==> src/rtl/microsequencer.sv <==
// Microprogram address sequencer: holds the micro-PC and picks the next
// control-store address from the sequencing fields of the current word.
// It also contains a small return-address stack for microsubroutines and
// a watchdog that stops a memory wait from hanging the control unit.
module microsequencer #(
   parameter int             AW          = 10,
   parameter int             STACK_DEPTH = 4,
   parameter logic [AW-1:0]  FETCH_STATE = '0,
   parameter logic [AW-1:0]  FAULT_STATE = AW'(255),
   parameter int             WAIT_LIMIT  = 15
) (
   input  logic          clk,
   input  logic          reset,
   input  logic [2:0]    nsel,
   input  logic [1:0]    cond_sel,
   input  logic          cond_inv,
   input  logic [AW-1:0] cr_addr,
   input  logic [AW-1:0] decode_addr,
   input  logic [3:0]    flags,
   input  logic          mem_done,
   output logic [AW-1:0] next_state,
   output logic          mem_wait,
   output logic [2:0]    stack_depth,
   output logic          fault
);

   // The stack_depth port is three bits wide, so STACK_DEPTH is at most 7.
   localparam int SW = (STACK_DEPTH > 1) ? $clog2(STACK_DEPTH) : 1;
   localparam int CW = (WAIT_LIMIT > 0) ? $clog2(WAIT_LIMIT + 1) : 1;
   localparam logic [2:0]    DEPTH_MAX = 3'(STACK_DEPTH);
   localparam logic [CW-1:0] CNT_MAX   = CW'(WAIT_LIMIT);

   typedef enum logic [2:0] {
      SEQ_INC      = 3'd0,
      SEQ_JUMP     = 3'd1,
      SEQ_BRANCH   = 3'd2,
      SEQ_DECODE   = 3'd3,
      SEQ_CALL     = 3'd4,
      SEQ_RET      = 3'd5,
      SEQ_WAIT_MEM = 3'd6,
      SEQ_FETCH    = 3'd7
   } seq_op_e;

   seq_op_e       op;
   logic [AW-1:0] upc_q, upc_d, upc_inc;
   logic [2:0]    depth_q, depth_d;
   logic [CW-1:0] wait_cnt_q, wait_cnt_d;
   logic          fault_q, fault_d;
   logic          push_en;
   logic [SW-1:0] push_idx, top_idx;
   logic [AW-1:0] stack_mem [STACK_DEPTH];
   logic          flag_sel, cond;
   logic          unused_v_flag;

   assign op            = seq_op_e'(nsel);
   assign upc_inc       = upc_q + AW'(1);
   assign push_idx      = depth_q[SW-1:0];
   assign top_idx       = SW'(depth_q - 3'd1);
   assign cond          = flag_sel ^ cond_inv;
   assign unused_v_flag = flags[3];

   assign next_state  = upc_q;
   assign stack_depth = depth_q;
   assign fault       = fault_q;
   assign mem_wait    = (op == SEQ_WAIT_MEM) && !mem_done;

   // Pick the branch condition; select 0 means "always true".
   always_comb begin
      flag_sel = 1'b1;
      case (cond_sel)
         2'd0: flag_sel = 1'b1;
         2'd1: flag_sel = flags[0];
         2'd2: flag_sel = flags[1];
         2'd3: flag_sel = flags[2];
         default: flag_sel = 1'b1;
      endcase
   end

   // Next-address selection, stack bookkeeping and fault detection.
   // A fault leaves the stack untouched and diverts to FAULT_STATE.
   always_comb begin
      upc_d      = upc_q;
      depth_d    = depth_q;
      wait_cnt_d = '0;
      fault_d    = fault_q;
      push_en    = 1'b0;
      case (op)
         SEQ_INC:    upc_d = upc_inc;
         SEQ_JUMP:   upc_d = cr_addr;
         SEQ_BRANCH: upc_d = cond ? cr_addr : upc_inc;
         SEQ_DECODE: upc_d = decode_addr;
         SEQ_CALL: begin
            if (depth_q == DEPTH_MAX) begin
               fault_d = 1'b1;
               upc_d   = FAULT_STATE;
            end else begin
               push_en = 1'b1;
               depth_d = depth_q + 3'd1;
               upc_d   = cr_addr;
            end
         end
         SEQ_RET: begin
            if (depth_q == 3'd0) begin
               fault_d = 1'b1;
               upc_d   = FAULT_STATE;
            end else begin
               depth_d = depth_q - 3'd1;
               upc_d   = stack_mem[top_idx];
            end
         end
         SEQ_WAIT_MEM: begin
            if (mem_done) begin
               upc_d = upc_inc;
            end else if (wait_cnt_q == CNT_MAX) begin
               fault_d = 1'b1;
               upc_d   = FAULT_STATE;
            end else begin
               wait_cnt_d = wait_cnt_q + CW'(1);
            end
         end
         SEQ_FETCH:  upc_d = FETCH_STATE;
      endcase
   end

   // Sequencer state register with asynchronous active-low reset.
   always_ff @(posedge clk or negedge reset) begin
      if (!reset) begin
         upc_q      <= FETCH_STATE;
         depth_q    <= 3'd0;
         wait_cnt_q <= '0;
         fault_q    <= 1'b0;
      end else begin
         upc_q      <= upc_d;
         depth_q    <= depth_d;
         wait_cnt_q <= wait_cnt_d;
         fault_q    <= fault_d;
      end
   end

   // Return-address storage; entries above the depth pointer are never read,
   // so the array itself needs no reset.
   always_ff @(posedge clk) begin
      if (push_en) begin
         stack_mem[push_idx] <= upc_inc;
      end
   end

endmodule

==> config.mk <==
export PLATFORM = sky130hd
export DESIGN_NAME = microsequencer
export DESIGN_NICKNAME = d
export VERILOG_FILES = /design/src/rtl/microsequencer.sv
export SDC_FILE = /design/constraint.sdc
export NUM_CORES = 1
export LEC_CHECK = 0
export ABC_AREA = 1
export CORE_MARGIN = 2
export CORE_UTILIZATION = 32
export DETAILED_ROUTE_END_ITERATION = 8
export PLACE_DENSITY = 0.54
export SLEW_MARGIN = 20
export SYNTH_ARGS = -nofsm -noshare
export SYNTH_HDL_FRONTEND = slang
export SYNTH_SLANG_ARGS = --single-unit
==> constraint.sdc <==
create_clock -name clk -period 3.8 [get_ports clk]
set_clock_uncertainty 0.2 [all_clocks]
set_input_delay 0.76 -clock clk [delete_from_list [all_inputs] [get_ports clk]]
set_output_delay 0.76 -clock clk [all_outputs]
set_load 0.02 [all_outputs]
### Yosys cells after proc, flatten, opt, wreduce, memory -nomap -nowiden

Memories as Yosys holds them, arrays and structs flattened.
Cells that the tools add are included.

* ROM bits: 0
* bits in writable memories: 40
* word-level logic and storage cells: 60
* bits in latches: 0
* memories: 1
* register bits after elaboration: 18

* reductions and logical operators: 9
* add/sub/neg operators: 4
* bitwise logic cells: 1
* muxes and demuxes: 22
* $lt $le $gt $ge: 0
* equality and inequality tests: 19
* multipliers: 0
* shifts and indexed selects: 0
* div/mod/pow operators: 0

Memory list
* stack_mem: depth 4, width 10, rd ports 1, clocked after Yosys merged registers in 0, write ports 1, line 51 `logic [AW-1:0] stack_mem [STACK_DEPTH];`

Operator list (count)
* $pmux W10 S8: 1
* $mux W10: 5
* $eq A3 B3 Y1 const B: 5
* $mux W4: 3
* $add A10 B1 Y10 const B: 1
* $ne A2 B2 Y1 const B: 5
* $mux W1: 8
* $eq A3 B2 Y1 const B: 2
* $logic_not A3 Y1: 2
* $mux W3: 2
* $pmux W3 S2: 1
* $reduce_and A5 Y1: 1
* $add A4 B1 Y4 const B: 1
* $eq A2 B2 Y1 const B: 2
* $eq A4 B4 Y1 const B: 1
* $pmux W1 S4: 1
* $add A3 B1 Y3 const B: 1
* $eq A3 B1 Y1 const B: 1
* $ne A3 B2 Y1 const B: 1
* $pmux W1 S3: 1
* $reduce_and A3 Y1: 1
* $reduce_bool A3 Y1: 1
* $sub A3 B1 Y3 const B: 1
* $eq A2 B1 Y1 const B: 1
* 6 further kinds: 6

### Logic depth before layout (Yosys ltp)

* depth after elaboration: 5
* depth in mapped cells: 14
* depth with buffers taken out: 12

### Worst setup path before layout

OpenSTA, ideal clock, no wires.

* path type: register to register
* start point: reg depth_q[0], in the netlist stack_depth[0]
* end point: mem stack_mem[1][0], enable pin
* stages on the path, launching flop included: 9
* library setup time: 376 ps
* setup slack: 1303 ps
* arrival time: 1920 ps
* required time: 3224 ps
* clock period less this slack: 2497 ps
* buffers on the path: 1
* cell sequence: dfrtp_1 -> inv_2 -> clkbuf_1 -> ha_1 -> nand2_1 -> clkinv_1 -> nor2_1 -> inv_2 -> nor2_1

* cells in the longest elaborated chain, start to end: 5

Ends and longest elaborated chain
* from (decl): line 46 `logic [2:0] depth_q, depth_d;`
* from (signal assigned): line 134 `depth_q <= depth_d;`
* $eq A3 B3 Y1: line 93 `if (depth_q == DEPTH_MAX) begin`
* $mux W1: line 93
* $mux W1: line 87 `case (op)`
* $mux W1: line 143 `if (push_en) begin`
* $mux W1 (implied by the code): line 144 `stack_mem[push_idx] <= upc_inc;`
* to (decl): line 51

Parallel ways exist; a longest one is shown, timed or not.

### Final worst setup path

* start point: in nsel[0]
* end point: out mem_wait

* cells in the longest elaborated chain, start to end: 2

Ends and longest elaborated chain
* from (decl): line 14 `input logic [2:0] nsel,`
* $eq A3 B3 Y1: line 65 `assign mem_wait = (op == SEQ_WAIT_MEM) && !mem_done;`
* $logic_and A1 B1 Y1: line 65
* to (decl): line 22 `output logic mem_wait,`

No other way between the ends.

==> qor.txt <==
Result of the run = finished, final reports clean
Number of buffers inserted for hold repair after clock tree synthesis = 0
Shortest period the worst path allows = 3.33 ns
Aggregate routed wire length = 7840 µm
Total number of H-tree levels = 3
Sequential cell fraction of total power = 34.6%
Final cell utilization of the core = 42.3%
Number of ports placed on the die boundary = 48
Number of instances resized during post-cts repair = 0
Clock transition at path regs = 0.07 ns
Antenna-violating nets left = 0
Number of remaining DRC errors = 0
Clock latency reported for the late side of the worst-skew pair = 0.33 ns
Row count = 35
Overall overflow remaining after global route = 0
Unique masters post-synth = 33
Buffers inserted during post-CTS setup optimization = 0
Total area of sequential cells = 0.00165 mm²
Capturing element type of the critical path = output pin
Routability Congestion = 0.887
Peak supply drop = 0.000256 V
HPWL after DPL = 5620 µm
Final period util = 87.7%
Internal power consumption = 1.52 mW
Power per unit of standard cell area = 634 mW/mm²
Worst r2r dst = next_state[1]
Worst max-slew margin expressed relative to the limit = 38.4%
Worst setup slack after placement = 0.469 ns
Max capacitance violation total = 0
Portion of synthesized cell area occupied by the leading cell type = 38.9%
PnR worst setup slack = 0.467 ns
Largest net degree at the start of global routing = 26
Worst Setup SP = nsel[0]
Antenna cells = 0
Maximum clock path buffer count = 2
Number of global-route vias before repair = 2508
Hold worst-path end = wait_cnt_q[0]
Hold Crit Class = register to register
Number of antenna violations at the first check in global routing = 0
Final setup viols = 0
Portion of total power attributed to combinational logic = 40.3%
Sw Ratio = 38.7%
Multi-input gate area = 0.00127 mm²
WHS Path Cells = 1
Min-delay src = wait_cnt_q[0]
CTS tree = done
Count of fill cells added during filler insertion = 966
Sequential-to-total area share from yosys stat = 53.5%
Count of vias placed by the detailed router = 2514
Worst-case register-to-register setup slack = 1.25 ns
Mean post-synth cell area = 8.88 µm²
Core region area = 0.00928 mm²
Synthesized net count = 388
Overall fraction of global-route tracks in use = 16.2%
FMAX = 300 MHz
Net total in the final layout = 443
Clock Power Share = 25.0%
Clk sinks = 58
Total negative slack for setup checks = 0 ns
Post-DR wirelength/cell = 14.6 µm
Synth-to-layout area growth = 27.1%
Number of DRC markers after the initial detailed-route iteration = 109
Crit path arrival time = 2.37 ns
TritonCTS Buffers = 9
First-pass detailed-route iteration total = 5
Die Y = 102 µm
Switching Power = 0.964 mW
CP required = 2.84 ns
Largest area contributor in the synthesized netlist = edfxtp_1
Top fanout value on the critical path = 7
Synth Cell Area = 0.00309 mm²
Setup repair after global routing missed its margin = false
Ratio of cells with drive above 1 in the final layout = 11.3%
I/O Buffers = 46
Starting density of the core = 33.3%
Clock root buffer = clkbuf_8
Count of cells along the worst register-to-register path = 12
Leak = 1.60 nW
Worst setup path category = primary input to output pin
Least-Margin Pin Slew = 0.922 ns
Vias per cell = 4.68
Ys Warns = 0
Chip width = 102 µm
Number of failing hold endpoints at the final stage = 0
Startpoint of the most critical register-to-register path = stack_depth[0]
Die Outline Area = 0.0105 mm²
First-pass GRT wire length = 12700 µm
Post-Syn Instances = 348
CP Launch Type = primary input
Final Max Slew Viols = 0
Post-synthesis sequential element count = 58
Top area cells in the synthesized netlist = edfxtp_1 39%, dfrtp_1 15%, nor2_1 9.2%, nand2_1 6.9%, nand3_1 4.4%
[cells in the mapped netlist (all sizes together)]
| cell type | number |
|---|---|
| dfrtp | 18 |
| o22ai | 2 |
| a21oi | 11 |
| ha | 7 |
| edfxtp | 40 |
| nand4 | 2 |
| clkbuf | 1 |
| clkinv | 1 |
| xnor2 | 4 |
| o21ai | 32 |
| nand3 | 29 |
| inv | 30 |
| nand2 | 62 |
| a211oi | 1 |
| o211ai | 9 |
| nand3b | 1 |
| o31ai | 1 |
| nor3b | 1 |
| xor2 | 7 |
| nor2 | 81 |
| buf | 7 |
| nor3 | 1 |
[power by group through the flow]
stage | Clock (mW) | Combinational (mW) | Sequential, mW
2_1_floorplan | 0 | 0.582 | 0.927
3_5_place_dp | 0 | 1.02 | 0.876
4_1_cts | 0.633 | 1.02 | 0.863
5_1_grt | 0.663 | 1.14 | 0.872
3_3_place_gp | 0 | 1.01 | 0.875
6_report | 0.623 | 1.00 | 0.862
[kinds of logic after synthesis]
| kind of cell | after synthesis | synth area share (%) |
|---|---|---|
| AOI/OAI and AO/OA | 56 | 10.2 |
| xor gates and xnor gates | 11 | 3.12 |
| adders and majority gates | 7 | 2.84 |
| buffers and inverters | 39 | 5.39 |
| DFF | 58 | 53.5 |
| and+or+nand+nor | 177 | 25.0 |
[per-stage QoR]
step | power (mW) | std cells | area [µm²] | hold slack [ns]
final | 2.49 | 537 | 3930 | 0.271
after global routing | 2.67 | 537 | 3930 | 0.283
after CTS | 2.52 | 537 | 3930 | 0.270
after detailed placement | 1.89 | 521 | 3710 | 0.256
after global placement | 1.88 | 521 | 3710 | 0.253
after floorplan | 1.51 | 348 | 3090 | 0.230
[metal layers]
| metal | vias up | wire, µm | GRT usage (%) |
|---|---|---|---|
| li1 | 1282 | - | - |
| met1 | 1173 | 3620 | 21.6 |
| met4 | 0 | 51 | 4.31 |
| met3 | 5 | 373 | 3.01 |
| met2 | 54 | 3790 | 27.3 |
| met5 | - | 0 | 0 |
[registers in the layout (all words and copies together) (netlist names)]
register / flops
next_state: 10
stack_mem: 40
fault: 1
stack_depth: 3
wait_cnt_q: 4
[placed cells by master (no fill, tap or decap), drive strengths merged, types with 4 or more instances in the layout]
cell | synthesis | final
clkbuf | 1 | 9
o211ai | 9 | 9
clkinv | 1 | 4
xnor2 | 4 | 4
nor2 | 81 | 81
a21oi | 11 | 11
clkdlybuf4s50 | 0 | 46
ha | 7 | 7
nand2 | 62 | 62
xor2 | 7 | 7
edfxtp | 40 | 40
nand3 | 29 | 29
buf | 7 | 6
inv | 30 | 30
dfrtp | 18 | 18
o21ai | 32 | 32
[final cells by class]
cell class                 instances  share of cell area (%)
inverter                          31                    3.03
timing repair buffer              52                    12.9
tap                              129                    4.11
sequential                        58                    42.1
multi-input combinational        251                    32.4
clock buffer                       9                    3.15
clock inverter                     7                    2.39
[worst max-delay path by stage]
stage | slack (ns) | depth (start not counted) | endpoint
3_5_place_dp | 0.47 | 5 | mem_wait
2_1_floorplan | 1.30 | 8 | stack_mem[1][0]
5_1_grt | 0.38 | 5 | mem_wait
4_1_cts | 0.46 | 5 | mem_wait
6_report | 0.47 | 5 | mem_wait
3_3_place_gp | 0.48 | 5 | mem_wait
[critical path, cell delays in order]
cell and delay (ns):
clkdlybuf4s50_1 0.55, inv_2 0.12, nand3_4 0.12, nor2_2 0.19, clkdlybuf4s50_1 0.63
No activity file was read; power rests on OpenSTA's default activity.
